===== config.mk =====
export PLATFORM = sky130hd
export DESIGN_NAME = priority_arbiter_3req
export DESIGN_NICKNAME = d
export VERILOG_FILES = /design/src/rtl/priority_arbiter_3req.sv
export SDC_FILE = /design/constraint.sdc
export NUM_CORES = 1
export LEC_CHECK = 0
export BUFFER_PORTS_ARGS = -buffer_cell sky130_fd_sc_hd__buf_2
export CAP_MARGIN = 20
export CORE_MARGIN = 2
export CORE_UTILIZATION = 25
export CTS_BUF_LIST = sky130_fd_sc_hd__clkbuf_2 sky130_fd_sc_hd__clkbuf_4 sky130_fd_sc_hd__clkbuf_8
export DETAILED_ROUTE_END_ITERATION = 10
export GPL_ROUTABILITY_DRIVEN = 0
export SLEW_MARGIN = 0
export SYNTH_ARGS = -nofsm -noshare
export SYNTH_HDL_FRONTEND = slang
export SYNTH_SLANG_ARGS = --single-unit

===== constraint.sdc =====
create_clock -name clk -period 2.1 [get_ports clk]
set_clock_uncertainty 0.15 [all_clocks]
set_input_delay 0.21 -clock clk [delete_from_list [all_inputs] [get_ports clk]]
set_output_delay 0.21 -clock clk [all_outputs]
set_load 0.01 [all_outputs]

===== src/rtl/priority_arbiter_3req.sv =====
// -----------------------------------------------------------------------------
// priority_arbiter_3req
//
// Shares one downstream resource among three requesters. A winner is picked
// from the eligible requests (bit 0 highest priority by default), and its
// one-hot grant, encoded index and valid flag are registered. The grant is held
// while the owner keeps requesting, with no preemption. After MAX_HOLD
// consecutive cycles the grant is revoked, timeout pulses for one cycle, and
// the owner is penalised until it drops its request.
//
// Build option:
//   PRIORITY_ARB_ROUND_ROBIN_EN - when defined, the priority search starts one
//   position after the last owner (wrapping 2 -> 0 -> 1 -> 2). When undefined,
//   the order is fixed at bit 0 > bit 1 > bit 2 and no pointer is built.
//
// Parameters:
//   MAX_HOLD  maximum consecutive grant cycles per owner (2..65535)
//   CNT_W     hold counter width (derived, do not override)
//
// Ports:
//   clk      in   rising-edge clock
//   rst      in   synchronous active-high reset
//   req[2:0] in   request per requester, held high while ownership is wanted
//   gnt[2:0] out  registered one-hot grant, 000 when no owner
//   out[1:0] out  registered owner index, 00 when no owner
//   valid    out  registered, high when gnt is non-zero
//   timeout  out  registered one-cycle pulse on MAX_HOLD revocation
// -----------------------------------------------------------------------------
module priority_arbiter_3req #(
   parameter int MAX_HOLD = 16,
   parameter int CNT_W    = $clog2(MAX_HOLD + 1)
) (
   input  logic       clk,
   input  logic       rst,
   input  logic [2:0] req,
   output logic [2:0] gnt,
   output logic [1:0] out,
   output logic       valid,
   output logic       timeout
);

   typedef enum logic {
      IDLE = 1'b0,
      BUSY = 1'b1
   } state_t;

   localparam logic [CNT_W-1:0] HOLD_LAST = CNT_W'(MAX_HOLD - 1);

   state_t           state;
   logic [CNT_W-1:0] hold_cnt;
   logic [2:0]       penalty;

   logic [2:0]       elig;
   logic [1:0]       start;
   logic [1:0]       win_idx;
   logic             owner_req;

`ifdef PRIORITY_ARB_ROUND_ROBIN_EN
   logic [1:0]       last_owner;
`endif

   // Highest-priority set bit of e, searching s, s+1, s+2 (mod 3).
   // The result is don't-care when e is zero; callers qualify it with |e.
   function automatic logic [1:0] pick(input logic [2:0] e, input logic [1:0] s);
      logic [1:0] a, b, c;
      case (s)
         2'd1:    begin a = 2'd1; b = 2'd2; c = 2'd0; end
         2'd2:    begin a = 2'd2; b = 2'd0; c = 2'd1; end
         default: begin a = 2'd0; b = 2'd1; c = 2'd2; end
      endcase
      if (e[a])      pick = a;
      else if (e[b]) pick = b;
      else           pick = c;
   endfunction

   // NOTE: every signal driven here gets a value on every path, so no latch is inferred.
   always_comb begin
      elig      = req & ~penalty;
      // The owner is still requesting when its own grant bit meets its req bit.
      owner_req = |(req & gnt);
`ifdef PRIORITY_ARB_ROUND_ROBIN_EN
      start     = (last_owner == 2'd2) ? 2'd0 : last_owner + 2'd1;
`else
      start     = 2'd0;
`endif
      win_idx   = pick(elig, start);
   end

   // NOTE: all state updates use non-blocking assignments so every register samples pre-edge values.
   always_ff @(posedge clk) begin
      if (rst) begin
         state    <= IDLE;
         gnt      <= 3'b000;
         out      <= 2'b00;
         valid    <= 1'b0;
         timeout  <= 1'b0;
         hold_cnt <= '0;
         penalty  <= 3'b000;
`ifdef PRIORITY_ARB_ROUND_ROBIN_EN
         last_owner <= 2'd2;
`endif
      end else begin
         timeout <= 1'b0;
         // A penalty lasts only while that requester keeps its bit high.
         penalty <= penalty & req;

         case (state)
            IDLE: begin
               if (|elig) begin
                  gnt      <= 3'b001 << win_idx;
                  out      <= win_idx;
                  valid    <= 1'b1;
                  hold_cnt <= '0;
                  state    <= BUSY;
`ifdef PRIORITY_ARB_ROUND_ROBIN_EN
                  last_owner <= win_idx;
`endif
               end
            end

            BUSY: begin
               if (!owner_req) begin
                  // Voluntary release wins over a coincident expiry.
                  gnt   <= 3'b000;
                  out   <= 2'b00;
                  valid <= 1'b0;
                  state <= IDLE;
               end else if (hold_cnt == HOLD_LAST) begin
                  gnt     <= 3'b000;
                  out     <= 2'b00;
                  valid   <= 1'b0;
                  timeout <= 1'b1;
                  // The owner's req is high here, so OR-ing gnt in sets its penalty.
                  penalty <= (penalty & req) | gnt;
                  state   <= IDLE;
               end else begin
                  hold_cnt <= hold_cnt + 1'b1;
               end
            end

            default: state <= IDLE;
         endcase
      end
   end

endmodule


==> results_dict.tcl, run 1 <==
set metrics [dict create \
    via_per_inst 4.98 \
    clock_latency_ps 290 \
    vias 608 \
    worst-setup-path-type "register to register" \
    worst_setup_path_end_kind "register" \
    final_hold_viol_count 0 \
    die_area_sq_mm 0.00303 \
    clock-root-buffer "clkbuf_4" \
    setup_viol_count_final 0 \
    drv_cap 0 \
    clkTransAtPathRegs_ps 90 \
    dpl.hpwl_microns 971 \
    maxSlewViolCount 0 \
    hold_ws_ps 24.6 \
    gr-usage-all-layers_pct 10.6 \
    grt_pass1_wl_microns 2230 \
    synthFlopType "dfxtp_1" \
    die_y_microns 55.1 \
    rsz0062_at_grt "false" \
    clock_path_buffers 2 \
    fin_cells 122 \
    cp.arrival_ps 1910 \
    drive_gt1_share_pct 20.7 \
    fin_nets 100 \
    hold_path_class "primary input to register" \
    grt-ovfl-total 0 \
    dieWidth_microns 55.1 \
    busiest_layer "met1" \
    r2r-end "hold_cnt[4]$_SDFFE_PP0P_" \
    post-place-cells 118 \
    areaGrowthSynthToFinish_pct 17.3 \
    syn_nets 87 \
    syn_area_per_cell_sq_um 8.15 \
    ys_seq_area_share_pct 43.0 \
    cts_setup_buffers 0 \
    io_pins 12 \
    htree_levels 1 \
    grt_pass1_vias 529 \
    power_density_mw_per_mm2 716 \
    detail-route-antenna-nets 0 \
    grt_use_met1_pct 14.9 \
    grt_use_met3_pct 1.61 \
    dr.pass1.iters 4 \
    wl_per_cell_microns 10.8 \
    power_mw 0.547 \
    grt_max_degree 16 \
    antenna_found_initial 0 \
    met2_usage_pct 14.1 \
    total_leakage_power_nw 0.292 \
    cts_tree "built" \
    reg2regPathDepth 7 \
    initial_core_util_pct 26.3 \
    relSlewSlack_pct 68.1 \
    syn_area_sq_um 652 \
    cp-start-kind "register" \
    cts_sinks 14 \
    drc 0 \
    status "completed" \
    crit_required_ps 2120 \
    period_minus_slack_ps 1890 \
    max_clock_freq_mhz 528 \
    period_share_pct 90.2 \
    setup.worst_path.start "hold_cnt[0]$_SDFFE_PP0P_" \
    wl_microns 1310 \
    port_buffers 11 \
    coreArea_sq_mm 0.00248 \
    path_max_fanout 5 \
    mostFrequentLayoutCells "dfxtp_1 (14), buf_2 (11), nand2_1 (10)" \
    synth-edff-count 0 \
    ys_ff_latch 14 \
    finalSetupTns_ps 0 \
    rrSetupSlack_ps 210 \
    synthCells 80 \
    dr.first_iter.drc_count 11 \
    layout_commonest_cell "dfxtp_1" \
    ys_warn_count 0 \
    peakVddDrop_mv 0.364 \
    numCtsBuffers 3 \
    worst_slew_pin_slew_ps 477 \
    synth_cell_type_count 23 \
    r2r_start "hold_cnt[0]$_SDFFE_PP0P_" \
    async_flop_share_pct 0 \
    row_count 18 \
    endpoint "hold_cnt[4]$_SDFFE_PP0P_" \
    antenna-diode-count 0 \
]
[worst max-delay path, stage by stage, from the launching register on]
cell     delay, ps
dfxtp_1        340
ha_1           220
and3_1         180
ha_1           220
nor2b_1        150
or2b_4         310
a31oi_1        160
nor2_1          50
[state kept, by name (all words and copies together), names as in the netlist]
name,flops
state,1
penalty,3
hold_cnt,5
gnt,2
timeout,1
out,1
valid,1
[per-stage QoR]
step                cell area [sq um]  util [%]  setup WS (ps)
floorplan                         652         -            322
global placement                  726      29.3            230
detailed placement                726      29.3            189
CTS                               762      30.8            166
global route                      764      30.9           83.7
finish                            764      30.9            205
[Yosys cell counts (all sizes together), types with 2 or more instances]
cell type / n / share of area [%]
nor2b: 4 / 3.8
nand2b: 2 / 1.9
buf: 3 / 3.5
o21ai: 5 / 3.8
inv: 2 / 1.2
nor4: 2 / 1.9
or3: 2 / 1.9
dfxtp: 14 / 43
a31oi: 3 / 2.9
nor3: 6 / 4.6
nor2: 7 / 4.0
a21oi: 6 / 4.6
nand2: 10 / 5.8
ha: 2 / 3.8
nand3: 4 / 3.1
[how the worst min path moves through the flow]
stage	from	end	slack, ps	cells after the start
5_1_grt	req[1]	penalty[1]$_SDFF_PP0_	30	3
3_3_place_gp	penalty[1]$_SDFF_PP0_	penalty[1]$_SDFF_PP0_	300	2
6_report	req[1]	penalty[1]$_SDFF_PP0_	20	3
4_1_cts	req[1]	penalty[1]$_SDFF_PP0_	20	3
3_5_place_dp	penalty[1]$_SDFF_PP0_	penalty[1]$_SDFF_PP0_	310	2
2_1_floorplan	rst	penalty[0]$_SDFF_PP0_	170	1
[what timing repair did]
action,CTS,global route
gates resized for setup,0,1
endpoints found under the setup margin,0,1
hold buffers,0,0
[area by class of cell]
type	instances	area, sq um
fillers	269	1710
multi-input cells	60	340
flip-flops and latches	14	280
repair buffers	12	62.6
well taps	30	37.5
clock buffers	4	36.3
inverters	2	7.51
[logic make-up (layout without fill, tap and decap cells)]
logic type	count (synthesis)	in the layout	synth area share (%)
compound gates	17	17	15.7
fa+ha+maj	2	2	3.84
buf+inv	6	18	5.18
flops	14	14	43.0
simple gates	41	41	32.2
[power breakdown]
| part | switching [mW] | internal (mW) |
|---|---|---|
| sequential | 0.00963 | 0.274 |
| clock | 0.0899 | 0.106 |
| combinational | 0.0409 | 0.0269 |
| total | 0.140 | 0.407 |
[metal layers]
layer  vias to the layer above  share of wire [%]
li1                        308                  -
met3                         4                4.5
met1                       277                 47
met2                        19                 46
met5                         -                  0
met4                         0                2.9
(Power assumes the default switching activity.)
==> inputs of run 2 (changes only) <==
CORE_ASPECT_RATIO = 1.1   (was unset)
CORE_MARGIN = unset   (was 2)
==> run 2 against run 1 <==
Against the previous run:
- routed wire length grew 5.5%
- clock-buffer cell count is the same
- clock power is essentially flat
- sequential share of layout area shrank 0.060 points
- sequential cell count is the same
- non-clock buffer count is the same
- core utilization shrank 0.18 points
- largest cell class unchanged
==> results_dict.tcl, run 2 (same netlist as run 1, synthesis figures left out) <==
set metrics [dict create \
    status "completed" \
    crit_required_ps 2120 \
    hold_ws_ps 39.7 \
    stdcell_area_sq_um 766 \
    io_pins 12 \
    setup_ws_ps 159 \
    clock_latency_ps 280 \
    cts_sinks 14 \
    total_leakage_power_nw 0.292 \
    drive_gt1_share_pct 20.7 \
    areaGrowthSynthToFinish_pct 17.5 \
    numCtsBuffers 3 \
    setup_viol_count_final 0 \
    mostFrequentLayoutCells "dfxtp_1 (14), buf_2 (11), nand2_1 (10)" \
    cp.arrival_ps 1970 \
    hold_buffers 0 \
    htree_levels 1 \
    fin_nets 100 \
    grt_max_degree 16 \
    placed_cell_area_sq_um 727 \
    cts_tree "built" \
    reg_top3 "hold_cnt x5, penalty x3, gnt x2" \
    crit_chain "ha_1 > and3_1 > ha_1 > nor2b_1 > or2b_4 > a31oi_1 > nor2_1" \
    via_per_inst 4.89 \
    die_area_sq_mm 0.00282 \
    relSlewSlack_pct 64.6 \
    dr.first_iter.drc_count 21 \
    finalSetupTns_ps 0 \
    layout_commonest_cell "dfxtp_1" \
    dr.pass1.iters 4 \
    detail-route-antenna-nets 0 \
    grt-ovfl-total 0 \
    port_buffers 11 \
    path_max_fanout 5 \
    clock-root-buffer "clkbuf_4" \
    peakVddDrop_mv 0.396 \
    drt-met1-wl_microns 637 \
    initial_core_util_pct 26.1 \
    coreArea_sq_mm 0.00250 \
    antenna_found_initial 0 \
    wl_microns 1380 \
    top_register "hold_cnt" \
    post-place-cells 119 \
    dpl.hpwl_microns 1010 \
    clkTransAtPathRegs_ps 80 \
    slowest_stage "dfxtp_1" \
    wl_met3_microns 76 \
    period_minus_slack_ps 1940 \
    dp_slack_ps 162 \
    final_hold_viol_count 0 \
    hold_path_class "primary input to register" \
    fin_cells 123 \
    n_fill_cell 276 \
    period_share_pct 92.4 \
    worst_slew_pin_slew_ps 528 \
    grt_pass1_wl_microns 2370 \
    gr-usage-all-layers_pct 10.9 \
    antenna-diode-count 0 \
    route.met2.wl_microns 654 \
    cp-start-kind "register" \
    worst-setup-path-type "register to register" \
    worst_setup_path_end_kind "register" \
    dr.max_layer_used "met4" \
    drv_cap 0 \
    cpMostUsedCell "ha_1" \
    final_core_util_pct 30.7 \
    power_density_mw_per_mm2 712 \
    die_y_microns 55.6 \
    dieWidth_microns 50.7 \
    grt_pass1_vias 569 \
    row_count 19 \
    rsz0062_at_grt "false" \
    cp_slowest_stage_delay_ps 340 \
    maxSlewViolCount 0 \
    wl_per_cell_microns 11.3 \
    power_mw 0.545 \
    max_clock_freq_mhz 515 \
    drc 0 \
    largest_reg_flops 5 \
    clock_path_buffers 2 \
    vias 602 \
]
[run 2: cell counts in the layout (fill, tap and decap cells not counted)]
No cell type changed its count.
[run 2: layout make-up]
class                   instances  area [sq um]  area share (%)
clock buffers                   4          36.3            4.74
inverters                       2          7.51           0.980
multi-input cells              60           340            44.4
flip-flops and latches         14           280            36.6
well taps                      31          38.8            5.07
repair buffers                 12          62.6            8.17
[run 2: power by group]
group	internal, mW	leakage [nW]	switching, mW	total [mW]
Clock	0.106	0.0210	0.0870	0.193
Combinational	0.0269	0.157	0.0421	0.0689
Sequential	0.274	0.114	0.00968	0.284
Total	0.406	0.292	0.139	0.545
[run 2: path summary, 6_finish.rpt]
| path | from | end | slack [ps] | cells past startpoint |
|---|---|---|---|---|
| worst max register to register | hold_cnt[0]$_SDFFE_PP0P_ | hold_cnt[4]$_SDFFE_PP0P_ | 160 | 7 |
| worst max-delay path | hold_cnt[0]$_SDFFE_PP0P_ | hold_cnt[4]$_SDFFE_PP0P_ | 160 | 7 |
| worst min register to register | penalty[1]$_SDFF_PP0_ | penalty[1]$_SDFF_PP0_ | 320 | 2 |
| worst min-delay path | req[0] | penalty[0]$_SDFF_PP0_ | 40 | 3 |
[run 2: routing by layer]
layer,track usage (%),vias to the layer above
li1,-,307
met1,13.6,269
met2,17.3,22
met3,1.65,4
met4,6.75,0
met5,0,-
[run 2: timing repair]
item | 4_1_cts | 5_1_grt
setup buffers | 0 | 0
resized for setup | 0 | 1
endpoints found under the setup margin | 0 | 3
[run 2: critical path: cells and delay by family (launching register included)]
family	cells	cell delay, ps
AOI/OAI and AO/OA	1	190
adders and majority gates	2	450
and+or+nand+nor	4	710
DFF	1	340
==> inputs of run 3 (changes only) <==
HOLD_SLACK_MARGIN = 0.05   (was unset)
==> run 3 against run 2 <==
Against the previous run:
- critical path type unchanged
- clock-buffer cell count did not move
- critical path depth did not move
- highest routed layer unchanged
- die area did not move
==> results_dict.tcl, run 3 (same netlist as run 1, synthesis figures left out) <==
set metrics [dict create \
    grt_max_degree 16 \
    power_density_mw_per_mm2 691 \
    mostFrequentLayoutCells "dfxtp_1 (14), buf_2 (11), nand2_1 (10)" \
    relSlewSlack_pct 64.6 \
    power_switching_mw 0.140 \
    grt_pass1_vias 591 \
    status "completed" \
    hold_ws_ps 108 \
    max_clock_freq_mhz 516 \
    power_frac_comb_pct 13.3 \
    hold_path_class "primary input to register" \
    io_pins 12 \
    fin_nets 103 \
    final_hold_viol_count 0 \
    switching_share_pct 25.4 \
    dieWidth_microns 50.7 \
    worst_setup_path_end_kind "register" \
    vias 618 \
    port_buffers 11 \
    row_count 19 \
    dpl.hpwl_microns 1010 \
    pwr-share-clk_pct 35.1 \
    wl_per_cell_microns 11.3 \
    maxSlewViolCount 0 \
    dr.max_layer_used "met4" \
    dr.pass1.iters 4 \
    drt-met1-wl_microns 627 \
    n_fill_cell 267 \
    peakVddDrop_mv 0.398 \
    coreArea_sq_mm 0.00250 \
    gr-usage-all-layers_pct 11.2 \
    grt_pass1_wl_microns 2440 \
    stdcell_area_sq_um 796 \
    final_core_util_pct 31.9 \
    total_leakage_power_nw 0.304 \
    worst-setup-path-type "register to register" \
    intPower_mw 0.410 \
    antenna_found_initial 0 \
    numCtsBuffers 3 \
    path_max_fanout 5 \
    cts_tree "built" \
    wl_microns 1420 \
    detail-route-antenna-nets 0 \
    largest_reg_flops 5 \
    areaGrowthSynthToFinish_pct 22.1 \
    setup_viol_count_final 0 \
    cp-start-kind "register" \
    rsz0062_at_grt "false" \
    cp.arrival_ps 1960 \
    top_register "hold_cnt" \
    period_minus_slack_ps 1940 \
    period_share_pct 92.3 \
    clock_path_buffers 2 \
    crit_required_ps 2120 \
    grt-ovfl-total 0 \
    placed_cell_area_sq_um 727 \
    die_y_microns 55.6 \
    die_area_sq_mm 0.00282 \
    cts_sinks 14 \
    initial_core_util_pct 26.1 \
    finalSetupTns_ps 0 \
    via_per_inst 4.90 \
    drv_cap 0 \
    clkTransAtPathRegs_ps 80 \
    drive_gt1_share_pct 20.0 \
    worst_slew_pin_slew_ps 527 \
    wl_met3_microns 86 \
    min_path_cells 2 \
    clock-root-buffer "clkbuf_4" \
    route.met2.wl_microns 691 \
    dr.first_iter.drc_count 16 \
    layout_commonest_cell "dfxtp_1" \
    drc 0 \
    antenna-diode-count 0 \
    clock_latency_ps 280 \
    htree_levels 1 \
    power_frac_seq_pct 51.6 \
    reg2regPathDepth 7 \
    reg_top3 "hold_cnt x5, penalty x3, gnt x2" \
]
==> run 3: cell types whose count changed in the layout (fill, tap and decap cells not counted) <==
cell,delta
dlygate4sd3_1,+3
==> run 3: final timing paths <==
path	start	endpoint	slack [ps]
hold reg to reg	penalty[1]$_SDFF_PP0_	penalty[1]$_SDFF_PP0_	330
setup reg to reg	hold_cnt[0]$_SDFFE_PP0P_	hold_cnt[4]$_SDFFE_PP0P_	160
setup / recovery	hold_cnt[0]$_SDFFE_PP0P_	hold_cnt[4]$_SDFFE_PP0P_	160
hold / removal	rst	hold_cnt[4]$_SDFFE_PP0P_	110
==> run 3: critical path: stages (launching register included) <==
cell and delay (ps):
dfxtp_1 340, ha_1 230, and3_1 190, ha_1 220, nor2b_1 160, or2b_4 310, a31oi_1 190, nor2_1 50
==> run 3: power by group through the flow <==
stage | Clock [mW] | Combinational [mW] | Sequential, mW
after CTS | 0.195 | 0.0720 | 0.284
after floorplan | 0 | 0.0448 | 0.291
after global routing | 0.206 | 0.0813 | 0.285
after detailed placement | 0 | 0.0675 | 0.290
final | 0.193 | 0.0731 | 0.284
after global placement | 0 | 0.0663 | 0.289
==> run 3: metal layers <==
metal | up-vias | global-route usage, %
li1 | 314 | -
met1 | 275 | 13.7
met2 | 25 | 18.1
met3 | 4 | 1.65
met4 | 0 | 6.75
met5 | - | 0
==> run 3: timing repair <==
item / CTS / global route
setup endpoints to repair: 0 / 3
hold endpoints to repair: 3 / 0
hold buffers: 3 / 0
gates resized for setup: 0 / 1
buffers inserted: 0 / 0
==> run 3: cell type report <==
cell class | count | area, sq um | area share, %
inverters | 2 | 7.51 | 0.943
flip-flops and latches | 14 | 280 | 35.2
repair buffers | 15 | 92.6 | 11.6
multi-input cells | 60 | 340 | 42.8
clock buffers | 4 | 36.3 | 4.56
well taps | 31 | 38.8 | 4.87
==> run 3: stage by stage <==
step / power (mW) / setup slack [ps] / instances
2_1_floorplan: 0.336 / 322 / 80
3_3_place_gp: 0.356 / 228 / 119
3_5_place_dp: 0.357 / 162 / 119
4_1_cts: 0.551 / 133 / 126
5_1_grt: 0.572 / 44.9 / 126
6_report: 0.550 / 163 / 126
